## config.mk

```make
export PLATFORM = sky130hd
export DESIGN_NAME = cube_mem_reader
export DESIGN_NICKNAME = d
export VERILOG_FILES = /design/src/rtl/cube_mem_pkg.sv /design/src/rtl/cube_mem_reader.sv
export SDC_FILE = /design/constraint.sdc
export NUM_CORES = 1
export LEC_CHECK = 0
export ABC_AREA = 1
export CAP_MARGIN = 20
export CORE_MARGIN = 5
export CORE_UTILIZATION = 40
export DETAILED_ROUTE_END_ITERATION = 16
export GPL_TIMING_DRIVEN = 1
export PLACE_DENSITY = 0.72
export SYNTH_ARGS = -nofsm -noshare
export SYNTH_HDL_FRONTEND = slang
export SYNTH_SLANG_ARGS = --single-unit
```

## constraint.sdc

```tcl
create_clock -name clk -period 1.4 [get_ports clk]
set_clock_uncertainty 0.1 [all_clocks]
set_input_delay 0.28 -clock clk [delete_from_list [all_inputs] [get_ports clk]]
set_output_delay 0.28 -clock clk [all_outputs]
set_load 0.005 [all_outputs]
```

## src/rtl/cube_mem_pkg.sv

```systemverilog
`default_nettype none
// ============================================================================
//  Package   : cube_mem_pkg
//  Purpose   : Shared types and constants for the cube result-memory reader.
//              - state_t     : reader FSM state encoding
//              - c_BASE_ADDR : first word of the cube datapath result window
//              - c_COUNT     : number of words in that window
//              - c_CSUM_ADDR : all-ones address tag for the checksum beat
//  Revision  : 1.0  initial release
// ============================================================================
package cube_mem_pkg;

  typedef enum logic [2:0] {
    IDLE = 3'd0,
    REQ  = 3'd1,
    CAP  = 3'd2,
    SEND = 3'd3,
    FIN  = 3'd4,
    CSUM = 3'd5
  } state_t;

  // The cube datapath writes its results into data memory words 20..30.
  localparam int c_BASE_ADDR = 20;
  localparam int c_COUNT     = 11;

  // Wide enough for any practical address width; sliced down by the user.
  localparam logic [31:0] c_CSUM_ADDR = '1;

endpackage
`default_nettype wire

```

## src/rtl/cube_mem_reader.sv

```systemverilog
`default_nettype none
// ============================================================================
//  Module    : cube_mem_reader
//  Purpose   : On a start pulse, reads COUNT consecutive words starting at
//              BASE_ADDR through a synchronous (1-cycle latency) read port
//              and emits each as an {addr, data} beat on a valid/ready
//              stream. One beat every 3 cycles at full downstream rate.
//  Option    : CUBE_MEM_READER_CSUM_EN - when defined, one extra beat with
//              out_addr = all-ones and out_data = sum of the data words
//              (mod 2**DATA_W) follows the data beats and carries out_last.
//  Ports     : clk, rst_n              clock, async active-low reset
//              start, busy, done       dump request / in-progress / finished
//              mem_re, mem_addr,
//              mem_rdata               synchronous memory read port
//              out_valid, out_ready,
//              out_addr, out_data,
//              out_last                output beat stream
//  Revision  : 1.0  initial release
// ============================================================================
module cube_mem_reader
  import cube_mem_pkg::*;
#(
  parameter int ADDR_W    = 8,
  parameter int DATA_W    = 8,
  parameter int BASE_ADDR = c_BASE_ADDR,
  parameter int COUNT     = c_COUNT
) (
  input  logic              clk,
  input  logic              rst_n,
  input  logic              start,
  output logic              busy,
  output logic              done,
  output logic              mem_re,
  output logic [ADDR_W-1:0] mem_addr,
  input  logic [DATA_W-1:0] mem_rdata,
  output logic              out_valid,
  input  logic              out_ready,
  output logic [ADDR_W-1:0] out_addr,
  output logic [DATA_W-1:0] out_data,
  output logic              out_last
);

  localparam int                  c_IDX_W    = $clog2(COUNT + 1);
  localparam logic [c_IDX_W-1:0]  c_LAST_IDX = c_IDX_W'(COUNT - 1);
  localparam logic [ADDR_W-1:0]   c_BASE     = ADDR_W'(BASE_ADDR);

  if (COUNT < 1) begin : g_count_chk
    $error("cube_mem_reader: COUNT must be at least 1");
  end

  state_t             r_state;
  logic [c_IDX_W-1:0] r_idx;
  logic               w_at_last;
  logic [ADDR_W-1:0]  w_next_addr;

  assign w_at_last   = (r_idx == c_LAST_IDX);
  // Only used while r_idx < COUNT-1, so the parameter range rules out wrap.
  assign w_next_addr = c_BASE + ADDR_W'(r_idx + 1'b1);

`ifdef CUBE_MEM_READER_CSUM_EN
  localparam logic [ADDR_W-1:0] c_CSUM_OUT_ADDR = c_CSUM_ADDR[ADDR_W-1:0];
  logic [DATA_W-1:0] r_sum;
`endif

  always_ff @(posedge clk or negedge rst_n) begin
    if (!rst_n) begin
      r_state   <= IDLE;
      r_idx     <= '0;
      busy      <= 1'b0;
      done      <= 1'b0;
      mem_re    <= 1'b0;
      mem_addr  <= '0;
      out_valid <= 1'b0;
      out_addr  <= '0;
      out_data  <= '0;
      out_last  <= 1'b0;
`ifdef CUBE_MEM_READER_CSUM_EN
      r_sum     <= '0;
`endif
    end else begin
      done <= 1'b0;
      case (r_state)
        IDLE: begin
          if (start) begin
            // Read request is registered here so mem_re is high in REQ.
            r_idx    <= '0;
            busy     <= 1'b1;
            mem_re   <= 1'b1;
            mem_addr <= c_BASE;
            r_state  <= REQ;
`ifdef CUBE_MEM_READER_CSUM_EN
            r_sum    <= '0;
`endif
          end
        end

        REQ: begin
          mem_re  <= 1'b0;
          r_state <= CAP;
        end

        CAP: begin
          out_data  <= mem_rdata;
          out_addr  <= mem_addr;
          out_valid <= 1'b1;
`ifdef CUBE_MEM_READER_CSUM_EN
          out_last  <= 1'b0;
          r_sum     <= r_sum + mem_rdata;
`else
          out_last  <= w_at_last;
`endif
          r_state   <= SEND;
        end

        SEND: begin
          if (out_ready) begin
            out_valid <= 1'b0;
            if (w_at_last) begin
`ifdef CUBE_MEM_READER_CSUM_EN
              // Checksum beat follows immediately; r_sum already holds the
              // last word captured in CAP.
              out_valid <= 1'b1;
              out_addr  <= c_CSUM_OUT_ADDR;
              out_data  <= r_sum;
              out_last  <= 1'b1;
              r_state   <= CSUM;
`else
              done      <= 1'b1;
              busy      <= 1'b0;
              r_state   <= FIN;
`endif
            end else begin
              r_idx    <= r_idx + 1'b1;
              mem_re   <= 1'b1;
              mem_addr <= w_next_addr;
              r_state  <= REQ;
            end
          end
        end

`ifdef CUBE_MEM_READER_CSUM_EN
        CSUM: begin
          if (out_ready) begin
            out_valid <= 1'b0;
            done      <= 1'b1;
            busy      <= 1'b0;
            r_state   <= FIN;
          end
        end
`endif

        FIN: begin
          // start is deliberately not looked at here.
          r_state <= IDLE;
        end

        default: begin
          r_state <= IDLE;
        end
      endcase
    end
  end

endmodule
`default_nettype wire
```

== Yosys cells after proc, flatten, opt, wreduce, memory -nomap -nowiden ==
Cells that the tools add are included.

* $add $sub $neg: 3
* Eq/ne operators: 8
* Mux-type cells: 24
* Reduce and logical (&&, ||, !) cells: 9

{| class="wikitable"
|+ Operators with widths
! operator !! number
|-
| $mux W8 || 3
|-
| $pmux W8 S2 || 1
|-
| $mux W4 || 3
|-
| $pmux W3 S4 || 1
|-
| $reduce_and A4 Y1 || 3
|-
| $mux W1 || 9
|-
| $mux W3 || 3
|-
| $ne A2 B2 Y1 const B || 4
|-
| $pmux W4 S2 || 1
|-
| $add A5 B5 Y6 const A || 1
|-
| $eq A3 B2 Y1 const B || 2
|-
| $add A4 B1 Y5 const B || 1
|-
| $add A4 B1 Y4 const B || 1
|-
| $eq A4 B4 Y1 const B || 1
|-
| $pmux W1 S2 || 2
|-
| $reduce_and A2 Y1 || 2
|-
| $reduce_bool A2 Y1 || 2
|-
| $eq A3 B1 Y1 const B || 1
|-
| $logic_not A3 Y1 || 1
|-
| $pmux W1 S3 || 1
|-
| $reduce_bool A3 Y1 || 1
|}

* Bits in registers: 36
* Bits of input ports: 12
* Output and inout bits: 29
* Logic and storage cells: 54

== Longest topological paths before layout ==
Gate-level depths: netlist of run 1.

* Word-level depth: 5
* Gate-level depth with buffers: 9
* Mapped depth without buffers: 9

== Worst setup path after synthesis of run 1 ==
Ideal clock, no wire load.

* Path type: register to register
* Start: reg r_idx[0]
* End: reg mem_addr[2]
* Setup time: 0.123 ns
* Arrival time: 1.199 ns
* Path slack: -0.022 ns
* Stages on the path, launching flop included: 9
* Path buffers: 0
* Clock period less this slack: 1.422 ns
* Cells stage by stage: dfrtp_1 inv_1 ha_1 nand2_1 nor2_1 nand2_1 nand2_2 o21ai_0 nand2_1

* Cells in the longest elaborated chain, start to end: 5

{| class="wikitable"
|+ Ends and longest elaborated chain
! item !! RTL line !! RTL
|-
| start, declared || cube_mem_reader.sv:52 || <nowiki>logic [c_IDX_W-1:0] r_idx;</nowiki>
|-
| start signal, assigned || cube_mem_reader.sv:133 || <nowiki>r_idx <= r_idx + 1'b1;</nowiki>
|-
| $add A4 B1 Y5 || cube_mem_reader.sv:58 || <nowiki>assign w_next_addr = c_BASE + ADDR_W'(r_idx + 1'b1);</nowiki>
|-
| $add A5 B5 Y6 || cube_mem_reader.sv:58 ||
|-
| $mux W8 || cube_mem_reader.sv:118 || <nowiki>if (w_at_last) begin</nowiki>
|-
| $mux W8 || cube_mem_reader.sv:116 || <nowiki>if (out_ready) begin</nowiki>
|-
| $pmux W8 S2 || cube_mem_reader.sv:82 || <nowiki>case (r_state)</nowiki>
|-
| end signal, assigned || cube_mem_reader.sv:89 || <nowiki>mem_addr <= c_BASE;</nowiki>
|-
| end signal, assigned || cube_mem_reader.sv:135 || <nowiki>mem_addr <= w_next_addr;</nowiki>
|-
| end, declared || cube_mem_reader.sv:34 || <nowiki>output logic [ADDR_W-1:0] mem_addr,</nowiki>
|}

Parallel ways exist; a longest one is shown, timed or not. The select of a mux whose other input is x is not followed.
A chain may end at the register's enable or synchronous reset.

== Worst setup path in the final report of run 1 ==
* Start: reg r_idx[1]
* End: reg r_idx[0]

* Cells in the longest elaborated chain, start to end: 3

{| class="wikitable"
|+ Ends and longest elaborated chain
! item !! RTL line !! RTL
|-
| $eq A4 B4 Y1 || cube_mem_reader.sv:56 || <nowiki>assign w_at_last = (r_idx == c_LAST_IDX);</nowiki>
|-
| $ne A2 B2 Y1 (no line) || -- ||
|-
| $reduce_and A4 Y1 (no line) || -- ||
|}

No other way between the ends.

==> flow_summary.ini, run 1 <==
[cells_and_area]
fillers = 272
syn2layout_area_growth_pct = 54.7
final_common_cell = nand2_1
drive_above_1_share_pct = 35.2
num_antenna_cells = 0
mostFrequentLayoutCells = 34 x nand2_1, 28 x dfrtp_1, 22 x buf_4, 19 x dlygate4sd2_1, 13 x mux2_2
final_nets = 223
postLayoutCoreUtil_pct = 63.9

[placed_design]
hpwlAfterDp_um = 2220
gp_congestion = 0.843
port_buffers = 36

[clock_network]
cts_hold_buffers = 0
numCtsBuffers = 5
cts_tree = yes
cts_max_level = 2
insertion_delay_ps = 330
cts_root_buffer = clkbuf_4
clock-sinks = 30
clk_path_buf_depth = 2
cts.clk_slew.worst_paths_ps = 100

[timing]
layout_setup_ws_ps = -26.7
max_freq_mhz = 701
rsz0062_at_grt = true
setup_viol = 8
timing.hold.ws_ps = 206
hold_violations = 0
fin_crit_ps = 1430
maxSlewViolCount = 0
fin_crit_sh_pct = 102

[setup_path]
crit_path_end_kind = flop
cp.arrival_ps = 1600
rr_worst_depth = 9
crit_required_ps = 1570
crit_type = flop to flop
start_kind = flop
path_max_fanout = 7

[detailed_routing]
viasPerCell = 4.70
wl_per_cell_um = 12.9
drt_first_iter_violations = 58
postRouteAntennaNets = 0
drc = 0
routed_wirelength_um = 3310
firstDrtPassIters = 4
vias = 1203

[grt]
grt_max_degree = 31
grt_pass1_vias = 1254
grt_remaining_overflow = 0
grt.total_usage_pct = 15.7
antenna_found_initial = 0
grt_pass1_wl_um = 5490

[die]
placeableCoreArea_sq_um = 3340
die_y_um = 68.7
die_w_um = 68.7
die-area_sq_um = 4720
num_io_pins = 41
rows = 21
start_util_pct = 41.3

[synth]
synth.avg_cell_area_sq_um = 9.63
ys_ff_latch = 30
netlist_area_sq_um = 1380
yosysUniqueCellTypes = 18
synthCells = 143
yosys_warnings = 0
yosysSeqAreaShare_pct = 54.5

[pwr]
powerDensity_nw_per_um2 = 1850
ir_worst_vdd_v = 0.000619
leakage_nw = 1.09

[job]
maxCapViolCount = 0

[run_status]
outcome = finished with violations
violations = setup timing

[hold_path]
hp-class = primary input to asynchronous set/reset pin
-- through the flow --
step                      total power, mW  instance area (sq um)  setup slack [ps]  TNS, ps  instances
final                                3.93                   2130             -26.7     -108        256
after global routing                 4.23                   2130              -112    -1200        256
after CTS                            3.84                   2070             -30.7     -202        251
after detailed placement             3.18                   1860              -208    -1860        230
after global placement               3.11                   1860              -146    -1210        230
after floorplan                      2.33                   1400              19.6        0        146
-- layout make-up --
cell class                      instances  area (sq um)  area share (%)
Sequential cell                        30           753            35.3
Multi-Input combinational cell         96           633            29.7
Timing Repair Buffer                   64           582            27.3
Tap cell                               46          57.6            2.70
Clock buffer                            7          55.1            2.58
Inverter                               12          45.0            2.11
Clock inverter                          1          5.00           0.235
-- metal layers --
layer	share of wire (%)	routed length, um	up-vias	track usage, %
met1	39	1290	567	16.3
li1	-	-	587	-
met3	7.7	254	7	4.38
met5	0	0	-	0
met4	2.1	68	0	7.20
met2	51	1700	42	29.1
-- synth_stat cells --
| cell | instances | area share [%] |
|---|---|---|
| nand2_2 | 3 | 1.4 |
| inv_1 | 12 | 3.3 |
| buf_2 | 1 | 0.36 |
| o21ai_1 | 3 | 1.1 |
| mux2_2 | 13 | 11 |
| conb_1 | 1 | 0.27 |
| nand3_1 | 4 | 1.5 |
| ha_1 | 2 | 1.8 |
| a21oi_1 | 1 | 0.36 |
| nor2_4 | 2 | 1.6 |
| dfrtp_1 | 30 | 54 |
| nand2_1 | 38 | 10 |
| o211ai_1 | 1 | 0.55 |
| o21ai_0 | 11 | 4.0 |
| o21bai_1 | 1 | 0.55 |
| nand4_1 | 1 | 0.45 |
| nor2_1 | 11 | 3.0 |
| buf_4 | 8 | 4.4 |
-- flip-flops by register name, indices dropped and copies added, names as in the netlist --
register   flops
out_addr       6
out_last       1
r_idx          4
r_state        3
out_data       8
mem_addr       4
out_valid      1
done           1
mem_re         1
busy           1
-- worst paths after layout --
kind,from,endpoint,slack [ps]
setup / recovery,r_idx[1],r_idx[0],-30
hold / removal,rst_n,r_idx[3],210
setup reg to reg,r_idx[1],r_idx[0],-30
hold reg to reg,mem_re,mem_re,400
max in group asynchronous,rst_n,r_state[1],810
min in group clk,mem_re,mem_re,400
-- critical path, cell delays in order (launching register included) --
cell	delay, ps
dfrtp_1	390
buf_6	130
ha_4	160
nand2_4	60
nor2_4	40
nand2_4	100
nand2_4	80
nor2_4	160
nand2_1	90
nand2_1	70
-- where the power goes --
part           leakage [nW]  switching (mW)  internal [mW]
clock                0.0353           0.283          0.243
combinational         0.687           0.975           1.08
sequential            0.369           0.180           1.17
-- what timing repair did --
action                     4_1_cts  5_1_grt
gates resized for setup         46       16
setup endpoints to repair       49       38
cloned                           1        0
buffers inserted                13        5
pin swaps                       20        2
-- logic make-up (layout without fill, tap and decap cells) --
family / after synthesis / in the layout / synth area share (%)
simple gates: 59 / 60 / 18.3
flops: 30 / 30 / 54.5
buf+inv: 21 / 84 / 7.99
compound gates: 17 / 17 / 6.54
mux: 13 / 13 / 10.6
fa+ha+maj: 2 / 2 / 1.82
other cells: 1 / 4 / 0.272
No activity file was read; power rests on OpenSTA's default activity.
==> run 2, diff against run 1 <==
Clock period 1.4 ns to 1.3 ns, I/O delays scaled along.
==> run 2 against run 1 <==
  * Critical path depth down 2
  * Fmax shrank 1.1%
  * Cell count up 5.9%
  * Power is 15% higher
  * First-iteration DRC count down 43%
  * Wire length is 15% higher
  * Register-to-register slack worse by 120 ps
  * Count of clock-buffer cells in the layout unchanged
  * The run still ends with setup timing left
  * Sequential power increased by 7%
  * Non-clock buffer count grew 14
  * Via count increased by 9.5%
  * Die area stayed put
==> flow_summary.ini, run 2 (synthesized netlist as in run 1, its figures left out) <==
[placed_design]
postPlaceCellArea_sq_um = 1900
place_ws_ps = -260
gp_congestion = 0.868
port_buffers = 36
dp.cells = 236
hpwlAfterDp_um = 2340

[clock_network]
clock-sinks = 30
insertion_delay_ps = 340
cts_tree = yes
cts_hold_buffers = 0
cts_max_level = 2
cts_root_buffer = clkbuf_4
cts.clk_slew.worst_paths_ps = 90
clk_path_buf_depth = 2
numCtsBuffers = 5

[timing]
hold_violations = 0
setup_viol = 27
fin_crit_sh_pct = 111
fin_crit_ps = 1440
max_freq_mhz = 693
rsz0062_at_grt = true
layout_setup_ws_ps = -142
maxSlewViolCount = 0

[grt]
grt_max_degree = 31
antenna_found_initial = 0
grt.total_usage_pct = 16.6
grt_remaining_overflow = 0
grt_pass1_vias = 1314
grt_pass1_wl_um = 5640

[pwr]
powerDensity_nw_per_um2 = 2060
total_power_mw = 4.52
leakage_nw = 1.14
ir_worst_vdd_v = 0.000649

[die]
placeableCoreArea_sq_um = 3340
die-area_sq_um = 4720
num_io_pins = 41
rows = 21
die_y_um = 68.7
start_util_pct = 41.3
die_w_um = 68.7

[detailed_routing]
vias = 1317
viasPerCell = 4.86
firstDrtPassIters = 4
postRouteAntennaNets = 0
wl_per_cell_um = 14.1
drt_first_iter_violations = 33
routed_wirelength_um = 3820
drc = 0

[cells_and_area]
multi_input_area_sq_um = 677
drive_above_1_share_pct = 52.0
reg.largest.list = out_data (8), out_addr (6)
final_common_cell = buf_4
postLayoutCellArea_sq_um = 2200
syn2layout_area_growth_pct = 59.6
final_nets = 238
fillers = 241
instances_no_fill = 271
num_antenna_cells = 0
mostFrequentLayoutCells = 35 x buf_4, 34 x nand2_1, 28 x dfrtp_1, 16 x clkbuf_2, 13 x mux2_2
seq_area_sq_um = 753
top_register = out_data
largest_register_ffs = 8

[setup_path]
rr_worst_depth = 7
crit_type = flop to flop
start_kind = flop
r2r-end = r_idx[1]
reg2reg_slack_ps = -140
cp.arrival_ps = 1580
crit_path_end_kind = flop
crit_required_ps = 1430
rr_startpoint = r_state[1]
path_max_fanout = 7

[job]
maxCapViolCount = 0

[run_status]
violations = setup timing
outcome = finished with violations

[hold_path]
hp-class = primary input to asynchronous set/reset pin
[run 2: per-layer routing]
layer / share of wire, % / track usage (%) / vias to the layer above
li1: - / - / 614
met1: 39 / 17.6 / 624
met2: 49 / 29.8 / 65
met3: 8.4 / 4.21 / 14
met4: 3.5 / 9.18 / 0
met5: 0 / 0 / -
[run 2: worst max path at each step]
stage | start | to | slack [ps]
2_1_floorplan | r_idx[0] | mem_addr[2] | -80
3_3_place_gp | out_ready | r_idx[2] | -240
3_5_place_dp | out_ready | r_idx[2] | -260
4_1_cts | r_idx[1] | r_idx[2] | -120
5_1_grt | r_state[1] | r_idx[1] | -210
6_report | r_state[1] | r_idx[1] | -140
[run 2: worst max-delay path, cell delays in order (launching register included)]
cell and delay, ps:
dfrtp_2 450, nand2_1 110, nor2_4 170, nand2_2 170
nand2_8 130, nor2_1 70, nand2_1 80, nand2_1 60
[run 2: repair_timing]
item | CTS | global route
pin swaps | 10 | 5
gates resized for setup | 85 | 38
gates cloned | 1 | 1
endpoints found under the setup margin | 52 | 46
buffers inserted | 14 | 12
[run 2: per-stage QoR]
stage          utilization, %  TNS, ps  hold slack [ps]
2_1_floorplan               -     -691             -136
3_3_place_gp             57.1    -2590              371
3_5_place_dp             57.1    -3460              378
4_1_cts                  63.0    -1370              177
5_1_grt                  65.9    -3320              181
6_report                 65.9    -1870              171
[run 2: cell type report]
class                   instances  share of cell area, %
clock buffers                   7                   2.50
clock inverters                 1                  0.228
inverters                      12                   2.05
multi-input cells              97                   30.8
flip-flops and latches         30                   34.3
well taps                      46                   2.62
repair buffers                 78                   27.5
[run 2: report_power, final]
group	internal [mW]	switching, mW
registers	1.26	0.196
logic	1.27	1.21
clock network	0.261	0.316
==> run 3, diff against run 2 <==
Settings changed: PLACE_DENSITY 0.72 to 0.7, SETUP_SLACK_MARGIN from default to 0.15.
Clock period 1.3 ns to 1.35 ns, I/O delays scaled along.
==> run 3 against run 2 <==
  * The flow still finishes with violations (setup timing)
  * Hold slack better by 43 ps
  * Utilization down 3.2 points
  * Setup slack worse by 21 ps
  * Power down 8.9%
==> flow_summary.ini, run 3 (synthesized netlist as in run 1, its figures left out) <==
[run_status]
outcome = finished with violations
violations = setup timing

[clock_network]
cts_hold_buffers = 0
insertion_delay_ps = 320
clock-sinks = 30
cts_max_level = 2
cts.clk_slew.worst_paths_ps = 90
clk_path_buf_depth = 2
numCtsBuffers = 5
cts_root_buffer = clkbuf_4
cts_tree = yes

[placed_design]
dp.cells = 235
gp_congestion = 0.826
port_buffers = 36
hpwlAfterDp_um = 2180

[cells_and_area]
num_antenna_cells = 0
drive_above_1_share_pct = 49.8
final_common_cell = nand2_1
reg.largest.list = out_data (8), out_addr (6)
largest_register_ffs = 8
instances_no_fill = 259
final_nets = 228
top_register = out_data
mostFrequentLayoutCells = 33 x nand2_1, 28 x dfrtp_1, 24 x buf_2, 24 x buf_4, 13 x mux2_2
postLayoutCoreUtil_pct = 62.7
syn2layout_area_growth_pct = 51.9
fillers = 275

[pwr]
pwr-share-seq_pct = 34.0
power.internal_mw = 2.56
p_sw_share_pct = 37.8
leakage_nw = 1.09
ir_worst_vdd_v = 0.000692
powerDensity_nw_per_um2 = 1970
p_comb_share_pct = 53.6
p_sw_mw = 1.55
power_frac_clock_pct = 12.4

[setup_path]
crit_path_end_kind = flop
crit_required_ps = 1470
crit_type = flop to flop
crit_path_cell_trace = buf_6, inv_4, ha_4, nand2_4, nor2_4, buf_4, inv_2, nand2_2, o21ai_1, nand2_1, nand2_1
cpPeakStageDelay_ps = 400
worst-path-buf-inv = 4
path_max_fanout = 3
rr_startpoint = r_idx[0]
cp_top_family = flip-flops
start_kind = flop
crit_start = r_idx[0]
crit_slowest_cell = dfrtp_1
cp.arrival_ps = 1630
path_common_cell = nand2_1

[grt]
grt.total_usage_pct = 15.7
grt_pass1_vias = 1196
grt_remaining_overflow = 0
grt_max_degree = 31
antenna_found_initial = 0
grt_pass1_wl_um = 5400

[detailed_routing]
postRouteAntennaNets = 0
vias = 1246
routed_wirelength_um = 3530
firstDrtPassIters = 4
drt_first_iter_violations = 53
viasPerCell = 4.81
wl_per_cell_um = 13.6
drc = 0

[die]
die_w_um = 68.7
rows = 21
die-area_sq_um = 4720
die_y_um = 68.7
num_io_pins = 41
placeableCoreArea_sq_um = 3340
start_util_pct = 41.3

[timing]
max_freq_mhz = 661
maxSlewViolCount = 0
fin_crit_sh_pct = 112
fin_crit_ps = 1510
rsz0062_at_grt = true
layout_setup_ws_ps = -163
setup_viol = 18
hold_violations = 0

[job]
maxCapViolCount = 0

[hold_path]
hp-class = primary input to asynchronous set/reset pin
run 3: cell count changes in the layout (fill, tap and decap cells not counted), moves of 2 or more:
cell,before,now
clkbuf_2,16,0
inv_2,4,2
buf_2,7,24
buf_4,35,24
buf_6,6,8
nand3_2,3,1
nor2_4,6,4
nor2_2,1,4
nand3_1,1,3
run 3: path summary, 6_finish.rpt:
path                                to  slack, ps  depth (start not counted)
min in group clk              out_last        380                          2
setup / recovery            r_state[0]       -160                         11
hold reg to reg               out_last        380                          2
hold / removal             out_data[5]        210                          2
setup reg to reg            r_state[0]       -160                         11
max in group asynchronous   r_state[2]        770                          2
run 3: through the flow:
step | setup TNS (ps) | power (mW) | cell area, sq um | hold slack, ps | worst slack [ps]
after floorplan | -218 | 2.45 | 1410 | -126 | -29.1
after global placement | -1990 | 3.30 | 1900 | 373 | -183
after detailed placement | -2670 | 3.38 | 1900 | 372 | -219
after CTS | -2610 | 3.91 | 1990 | 209 | -146
after global routing | -3960 | 4.43 | 2090 | 220 | -273
final | -1990 | 4.12 | 2090 | 213 | -163
run 3: power by group through the flow:
stage / combinational, mW / sequential, mW / clock (mW)
3_3_place_gp: 1.89 / 1.41 / 0
5_1_grt: 2.43 / 1.45 / 0.562
6_report: 2.21 / 1.40 / 0.511
2_1_floorplan: 1.02 / 1.43 / 0
3_5_place_dp: 1.95 / 1.43 / 0
4_1_cts: 2.01 / 1.39 / 0.522
run 3: layout make-up:
class | instances | area (sq um) | share of cell area, %
Sequential cell | 30 | 753 | 36.0
Multi-Input combinational cell | 96 | 642 | 30.7
Timing Repair Buffer | 69 | 541 | 25.8
Tap cell | 46 | 57.6 | 2.75
Clock buffer | 6 | 51.3 | 2.45
Inverter | 12 | 47.5 | 2.27
run 3: metal layers:
metal | share of wire [%] | vias to the layer above | global-route usage [%]
li1 | - | 590 | -
met4 | 1.4 | 0 | 7.44
met2 | 52 | 40 | 26.9
met1 | 41 | 612 | 17.9
met3 | 5.8 | 4 | 4.54
met5 | 0 | - | 0
run 3: timing repair:
| action | CTS | global route |
|---|---|---|
| gates resized for setup | 119 | 21 |
| endpoints found under the setup margin | 54 | 55 |
| pin swaps | 14 | 10 |
| buffers inserted | 13 | 4 |
| cloned | 1 | 0 |
